--- config.mk ---
export PLATFORM = sky130hd
export DESIGN_NAME = seq_counter
export DESIGN_NICKNAME = d
export VERILOG_FILES = /design/src/rtl/seq_counter_pkg.sv /design/src/rtl/seq_counter_step_unit.sv /design/src/rtl/seq_counter.sv
export SDC_FILE = /design/constraint.sdc
export NUM_CORES = 1
export LEC_CHECK = 0
export CORE_UTILIZATION = 42
export DETAILED_ROUTE_END_ITERATION = 8
export PLACE_DENSITY = 0.69
export SKIP_LAST_GASP = 1
export SLEW_MARGIN = 15
export SYNTH_ARGS = -nofsm -noshare
export SYNTH_HDL_FRONTEND = slang
export SYNTH_SLANG_ARGS = --single-unit
--- constraint.sdc ---
create_clock -name clk -period 9.2 [get_ports clk]
set_clock_uncertainty 0.05 [all_clocks]
set_input_delay 1.84 -clock clk [delete_from_list [all_inputs] [get_ports clk]]
set_output_delay 1.84 -clock clk [all_outputs]
set_load 0.02 [all_outputs]
--- src/rtl/seq_counter_pkg.sv ---
// seq_counter shared types and default sizes.
// Optional feature macro: SEQ_COUNTER_SAT_EN (saturate instead of wrap).
package seq_counter_pkg;

  typedef enum logic [1:0] {
    IDLE = 2'd0,
    RUN  = 2'd1,
    DONE = 2'd2
  } state_t;

  localparam int DEF_WIDTH  = 16;
  localparam int DEF_STEP_W = 4;

endpackage

--- src/rtl/seq_counter_step_unit.sv ---
// Combinational up/down step of WIDTH+1 bits with carry/borrow out.
// SEQ_COUNTER_SAT_EN: carrying free-run steps clamp instead of wrapping.
module seq_step_unit #(
  parameter int WIDTH  = 16,
  parameter int STEP_W = 4
) (
  input  logic [WIDTH-1:0]  i_val,
  input  logic [STEP_W-1:0] i_step,
  input  logic              i_dir,
  output logic [WIDTH-1:0]  o_nxt,
  output logic [WIDTH-1:0]  o_term,
  output logic              o_carry
);

  logic [WIDTH:0] w_ext;
  logic [WIDTH:0] w_sum;

  assign w_ext = {{(WIDTH+1-STEP_W){1'b0}}, i_step};

  // Extra top bit captures carry on add and borrow on subtract.
  assign w_sum = i_dir ? ({1'b0, i_val} - w_ext)
                       : ({1'b0, i_val} + w_ext);

  assign o_carry = w_sum[WIDTH];

  // Clamp value at the end of the range being counted toward.
  assign o_term = i_dir ? {WIDTH{1'b0}} : {WIDTH{1'b1}};

`ifdef SEQ_COUNTER_SAT_EN
  assign o_nxt = o_carry ? o_term : w_sum[WIDTH-1:0];
`else
  assign o_nxt = w_sum[WIDTH-1:0];
`endif

endmodule

--- src/rtl/seq_counter.sv ---
// Loadable programmable-step up/down counter with run-control FSM.
// Optional SEQ_COUNTER_SAT_EN saturates free-run carries (see step unit).
module seq_counter
  import seq_counter_pkg::*;
#(
  parameter int WIDTH  = DEF_WIDTH,
  parameter int STEP_W = DEF_STEP_W
) (
  input  logic              clk,
  input  logic              reset,
  input  logic              select,
  input  logic [WIDTH-1:0]  d,
  input  logic              en,
  input  logic              dir,
  input  logic [STEP_W-1:0] step,
  input  logic              oneshot,
  output logic [WIDTH-1:0]  out,
  output logic              tc,
  output logic              ovf,
  output logic              busy,
  output logic              done
);

  state_t           r_state;
  logic [WIDTH-1:0] r_out;
  logic             r_tc;
  logic             r_ovf;

  logic [WIDTH-1:0] w_nxt;
  logic [WIDTH-1:0] w_term;
  logic             w_carry;

  seq_step_unit #(
    .WIDTH  (WIDTH),
    .STEP_W (STEP_W)
  ) u_step (
    .i_val   (r_out),
    .i_step  (step),
    .i_dir   (dir),
    .o_nxt   (w_nxt),
    .o_term  (w_term),
    .o_carry (w_carry)
  );

  // Run-control FSM, load mux and counter register; reset > load > count.
  always_ff @(posedge clk) begin
    if (reset) begin
      r_state <= IDLE;
      r_out   <= '0;
      r_tc    <= 1'b0;
      r_ovf   <= 1'b0;
    end else if (select) begin
      r_out <= d;
      r_ovf <= 1'b0;
      r_tc  <= 1'b0;
      if (r_state == DONE)
        r_state <= en ? RUN : IDLE;
    end else begin
      r_tc <= 1'b0;
      unique case (r_state)
        IDLE: begin
          if (en)
            r_state <= RUN;
        end
        RUN: begin
          if (!en) begin
            r_state <= IDLE;
          end else if (w_carry) begin
            r_tc <= 1'b1;
            if (oneshot) begin
              r_out   <= w_term;
              r_state <= DONE;
            end else begin
              r_out <= w_nxt;
              r_ovf <= 1'b1;
            end
          end else begin
            r_out <= w_nxt;
          end
        end
        DONE: begin
          r_state <= DONE;
        end
        default: begin
          r_state <= IDLE;
        end
      endcase
    end
  end

  assign out  = r_out;
  assign tc   = r_tc;
  assign ovf  = r_ovf;
  assign busy = (r_state == RUN);
  assign done = (r_state == DONE);

endmodule

**Yosys cells after proc, flatten, opt, wreduce, memory -nomap -nowiden**

Cells that the tools add are included.

- Register bits after elaboration: 20
- Bits in latches: 0
- Bits in writable memories: 0
- ROM bits: 0
- Input port bits: 26
- Output and inout port bits: 20
- Logic and storage cells: 39
- Memories: 0

- Add/subtract/negate cells: 2
- Multipliers: 0
- Div/mod/pow operators: 0
- Order comparisons: 0
- Equality and inequality tests: 6
- Shift operators: 0
- Multiplexer cells: 16
- Bitwise operators: 3
- Reduce and logical (&&, ||, !) cells: 8

Operators with widths:

| kind | number |
|---|---|
| 16-bit two-way mux | 6 |
| 16-bit by 4-bit adder with 17-bit output | 1 |
| 17-bit two-way mux | 1 |
| 16-bit by 4-bit subtractor with 17-bit output | 1 |
| 2-bit two-way mux | 6 |
| 4-bit AND reduction | 2 |
| 2-bit case mux with 3 select lines | 1 |
| 4-bit by 3-bit != test with 1-bit output, second input constant | 1 |
| 4-bit != test, second input constant | 1 |
| 2-bit nonzero test | 2 |
| 4-bit OR reduction | 1 |
| 3-bit != test, second input constant | 1 |
| 1-bit NOT | 3 |
| 2-bit by 1-bit equality test with 1-bit output, second input constant | 1 |
| 2-bit equality test, second input constant | 1 |
| 2-bit zero test | 1 |
| 1-bit two-way mux | 2 |
| 2-bit by 1-bit != test with 1-bit output, second input constant | 1 |
| 2-bit AND reduction | 1 |
| 2-bit OR reduction | 1 |

**Logic depth before layout (Yosys ltp)**

- Depth after elaboration: 7
- Mapped depth: 14

**Cells and area by module**

From an unflattened synthesis, not the netlist that was laid out.

- Cell total of the unflattened synthesis: 244
- Area, all modules: 2021.9 um2

By module, submodules not included:

| module | times used | cells an instance | area each (um2) | seq. area each (um2) |
|---|---|---|---|---|
| seq_step_unit | 1 | 147 | 1051.0 | 0.0 |
| seq_counter | 1 | 97 | 970.9 | 400.4 |

**Worst setup path after synthesis**

Ideal clock, no wire load.

- Kind: input port to flip-flop
- From: input port step[0]
- To: register r_state[0]
- Arrival time: 4371 ps
- Path slack: 4647 ps
- Stages on the path: 13
- Buffers on the path: 1
- Cells stage by stage: inv_1 -> ha_1 -> a21oi_1 -> inv_1 -> ha_1 -> buf_6 -> a21oi_4 -> a21boi_2 -> a311oi_4 -> nand2_1 -> o21ba_2 -> a311oi_1 -> nor3_1

- Cells in the longest elaborated chain, start to end: 4

Ends and longest elaborated chain:

| what | line | text |
|---|---|---|
| start, declared | seq_counter.sv:15 | `input logic [STEP_W-1:0] step,` |
| 16-bit by 4-bit adder with 17-bit output or 16-bit by 4-bit subtractor with 17-bit output (tied branches) | seq_counter_step_unit.sv:22, seq_counter_step_unit.sv:21 |  |
| 17-bit two-way mux (*) | seq_counter_step_unit.sv:21 | `assign w_sum = i_dir ? ({1'b0, i_val} - w_ext)` |
| 4-bit by 3-bit != test with 1-bit output (no line) (*) | - |  |
| 4-bit AND reduction (no line) (*) | - |  |
| end signal, assigned | seq_counter.sv:57 | `r_state <= en ? RUN : IDLE;` |
| end, declared | seq_counter.sv:24 | `state_t r_state;` |

Mark *: on every way between the ends. The rest lies on a longest branch, timed or not.
A chain may end at the register's enable or synchronous reset.

**Worst setup path in the final report**

- From: input port step[0]
- To: register r_out[10], in the netlist out[10]

- Cells in the longest elaborated chain, start to end: 7

Ends and longest elaborated chain:

| what | line | text |
|---|---|---|
| 16-bit by 4-bit adder with 17-bit output or 16-bit by 4-bit subtractor with 17-bit output (tied branches) | seq_counter_step_unit.sv:22, seq_counter_step_unit.sv:21 |  |
| 17-bit two-way mux (*) | seq_counter_step_unit.sv:21 |  |
| 16-bit two-way mux | seq_counter.sv:70 | `if (oneshot) begin` |
| 16-bit two-way mux (*) | seq_counter.sv:68 | `end else if (w_carry) begin` |
| 16-bit two-way mux (*) | seq_counter.sv:66 | `if (!en) begin` |
| 16-bit two-way mux (*) | seq_counter.sv:60 | `unique case (r_state)` |
| 16-bit two-way mux (*) | seq_counter.sv:52 | `end else if (select) begin` |
| end signal, assigned | seq_counter.sv:71 | `r_out <= w_term;` |
| end signal, assigned | seq_counter.sv:74 | `r_out <= w_nxt;` |
| end signal, assigned | seq_counter.sv:78 | `r_out <= w_nxt;` |
| end, declared | seq_counter.sv:25 | `logic [WIDTH-1:0] r_out;` |

Mark *: on every way between the ends. The rest lies on a longest branch, timed or not. The select of a mux whose other input is x is not followed.

==> results.tsv <==
stage	metric	value	unit
final_layout	Finished Cell Area	2570	um^2
logic_synthesis	Most used DFF post-synth	dfxtp_1	
cts	CTS resizes	0	
sta	final setup fails	0	
sta	final worst-path cycle share	57.1	%
setup_path	R2R depth	9	
placed_design	Post-DP HPWL	4360	um
placed_design	GPL Wtd Cong	0.887	
sta	final slew viol count	0	
setup_path	R2R Setup Slk	6.50	ns
setup_path	CP endpoint kind	flip-flop	
route	DRT iter0 DRCs	169	
setup_path	Critical Path Fanout Max	9	
sta	worst-margin pin slew	0.936	ns
logic_synthesis	number of synthesized flops with an enable pin	0	
run	Max Cap Viol	0	
final_layout	Area Growth Syn to Fin	26.7	%
floorplan	FP Rows	24	
sta	final hold vios	0	
setup_path	Worst setup startpoint	step[0]	
grt	first-pass GRT wire length	9100	um
power	worst vdd ir	0.0685	mV
setup_path	r2r startpoint	out[0]	
placed_design	placed instance area	2500	um^2
cts	Num CTS Buffers	3	
route	DR pass1 iterations	4	
logic_synthesis	main area contributors after synthesis	dfxtp_1 (20%), ha_1 (12%), a22oi_1 (5.5%), a21oi_1 (5.4%), xnor2_1 (4.3%)	
logic_synthesis	Cells after Synth	249	
floorplan	Die H	71.5	um
floorplan	chip width	71.5	um
setup_path	CP cell instances	clkdlybuf4s50_1 > inv_1 > ha_1 > a21oi_1 > inv_1 > ha_1 > a21oi_4 > a21boi_2 > a311oi_4 > a21oi_2 > a31oi_1 > o211a_1 > a211oi_2	
worst_hold_path	Worst Hold Class	reg2reg	
cts	clock latency on the worst-skew pair	0.27	ns
cts	clock root buffer	clkbuf_8	
setup_path	Setup crit end	out[10]	
setup_path	RR Endpoint	out[10]	
route	Routed Antenna Nets	0	
sta	headroom to the max-slew limit	37.4	%
floorplan	die area	5120	um^2
cts	Post-CTS Setup Bufs	0	
setup_path	max incr delay on CP	0.52	ns
grt	Total Routing Usage GR	22.5	%
floorplan	# IOs	46	
cts	clock buffer depth	2	
sta	RSZ-0062 raised after global routing	false	
grt	remaining global-route overflow	0	
route	Via-to-Cell Ratio	6.03	
setup_path	critical path class	in2reg	
power	leak pwr	1.04	nW
placed_design	Port Buffers	45	
power	pwr/cell area	128	nW/um^2
setup_path	Required @ worst endpoint	9.28	ns
logic_synthesis	Netlist Area Pre-Place	2030	um^2
cts	clk sinks	20	
cts	clk slew on worst S/H paths	0.08	ns
route	vias	2055	
sta	Tmin final	5.25	ns
sta	Max Freq	190	MHz
sta	setup_tns	0	ns
logic_synthesis	sequential area share after synthesis	19.7	%
route	final wirelength	5660	um
logic_synthesis	Seq cells post-synth	20	
logic_synthesis	synth warn	0	
setup_path	Data arrival, critical path	5.33	ns
logic_synthesis	post-synth top area cell	dfxtp_1	
status	status	complete, no violations	
cts	H-tree Lvls	1	
grt	initial antenna violation count	0	
logic_synthesis	syn_nets	295	
floorplan	Starting Density	45.1	%
grt	largest net degree at the start of global routing	27	
logic_synthesis	async set or reset register ratio after synthesis	0	%
final_layout	n_diodes	0	
cts	hold buffers post-CTS	0	
grt	vias in the first global route	1914	
floorplan	Core Region	4500	um^2
logic_synthesis	post-synth cell types	59	
setup_path	crit path launch type	primary input	
setup_path	slowest cell on the critical path	a31oi_1	
logic_synthesis	Synth top area share	19.7	%
final_layout	fin nets	336	
logic_synthesis	Mean Syn Cell Area	8.16	um^2
final_layout	share of cells above drive strength 1	10.0	%
route	Routed wire per std cell	16.6	um
route	Residual DRC	0	
cts	CTS tree	done	
sequential cells by signal, summed over array words and instances (netlist names):
signal	flops
out	16
ovf	1
r_state	2
tc	1
cells in the mapped netlist (2+ instances only):
library cell,count
a211oi_1,4
a21boi_0,2
a21o_1,7
a21oi_1,22
a21oi_2,4
a22oi_1,15
a311oi_1,4
a31oi_1,5
and2_1,2
and3_2,2
buf_6,2
clkbuf_1,8
dfxtp_1,20
ha_1,19
inv_1,12
mux2i_1,2
nand2_1,12
nand2b_1,5
nand3_1,2
nor2_1,21
nor2b_1,3
nor3_1,5
o211a_1,2
o211ai_1,3
o21a_1,5
o21ai_0,7
o21ai_1,8
o22ai_1,2
o31ai_1,2
or2_2,3
xnor2_1,10
xor2_1,2
routing by layer:
| metal | routed length, um | share of wire [%] | GRT usage, % | up-vias |
|---|---|---|---|---|
| met3 | 272 | 4.8 | 3.23 | 6 |
| met4 | 88 | 1.6 | 6.10 | 0 |
| met5 | 0 | 0 | 0 | - |
| li1 | - | - | - | 1018 |
| met2 | 2750 | 49 | 38.9 | 70 |
| met1 | 2550 | 45 | 29.4 | 961 |
power by group:
group / internal [mW] / switching, mW / total, mW
logic: 0.0639 / 0.0779 / 0.142
clock network: 0.0582 / 0.0329 / 0.0911
registers: 0.0917 / 0.00556 / 0.0973
total: 0.214 / 0.116 / 0.330
final cells by class:
cell class / instances / area [um^2]
fill: 417 / 1930
multi-input combinational: 207 / 1530
timing repair buffer: 46 / 458
sequential: 20 / 400
tap: 52 / 65.1
inverter: 12 / 45.0
clock buffer: 3 / 41.3
clock inverter: 1 / 30.0
placed cells by master, fill, tap and decap left out, types with 2 or more instances in the layout:
master | netlist | layout
o211ai_1 | 3 | 3
xnor2_1 | 10 | 10
xor2_1 | 2 | 2
o31ai_1 | 2 | 2
clkbuf_8 | 0 | 3
nand2_1 | 12 | 12
nand3_1 | 2 | 2
clkdlybuf4s50_1 | 0 | 45
o211a_1 | 2 | 2
or2_2 | 3 | 3
mux2i_1 | 2 | 2
and3_2 | 2 | 2
a22oi_1 | 15 | 15
a211oi_1 | 4 | 4
o22ai_1 | 2 | 2
a21oi_1 | 22 | 22
nor2b_1 | 3 | 3
o21ai_0 | 7 | 7
nor2_1 | 21 | 21
a311oi_1 | 4 | 4
a21boi_0 | 2 | 2
and2_1 | 2 | 2
nand2b_1 | 5 | 5
dfxtp_1 | 20 | 20
nor3_1 | 5 | 5
a21o_1 | 7 | 7
o21ai_1 | 8 | 8
ha_1 | 19 | 19
o21a_1 | 5 | 5
a21oi_2 | 4 | 4
a31oi_1 | 5 | 5
inv_1 | 12 | 12
critical path: cells and delay by family:
| kind | cells | cell delay [ns] |
|---|---|---|
| buf+inv | 3 | 0.83 |
| compound gates | 8 | 1.98 |
| fa+ha+maj | 2 | 0.67 |
worst min path at each step:
| stage | startpoint | endpoint | slack (ns) | cells past startpoint |
|---|---|---|---|---|
| after floorplan | r_state[0] | r_state[0] | 0.47 | 2 |
| after global placement | ovf | ovf | 0.40 | 1 |
| after detailed placement | ovf | ovf | 0.43 | 1 |
| after CTS | ovf | ovf | 0.45 | 1 |
| after global routing | ovf | ovf | 0.46 | 1 |
| final | ovf | ovf | 0.45 | 1 |
kinds of logic after synthesis:
| kind of cell | count (synthesis) | share of synthesized area [%] |
|---|---|---|
| XOR/XNOR | 12 | 5.18 |
| flip-flops | 20 | 19.7 |
| AO/OA/AOI/OAI | 107 | 38.9 |
| AND/OR/NAND/NOR | 65 | 17.1 |
| buffers and inverters | 22 | 4.81 |
| multiplexers | 3 | 1.54 |
| adder cells (fa/ha/maj) | 20 | 12.7 |
metrics by stage:
stage / hold WS [ns] / std cells / total power [mW] / util, % / setup WS (ns)
2_1_floorplan: 0.473 / 249 / 0.197 / - / 4.65
3_3_place_gp: 0.404 / 337 / 0.238 / 55.5 / 3.77
3_5_place_dp: 0.426 / 337 / 0.238 / 55.5 / 3.70
4_1_cts: 0.446 / 341 / 0.330 / 57.1 / 3.97
5_1_grt: 0.465 / 341 / 0.349 / 57.1 / 3.69
6_report: 0.446 / 341 / 0.330 / 57.1 / 3.95
No activity file was read; power rests on OpenSTA's default activity.
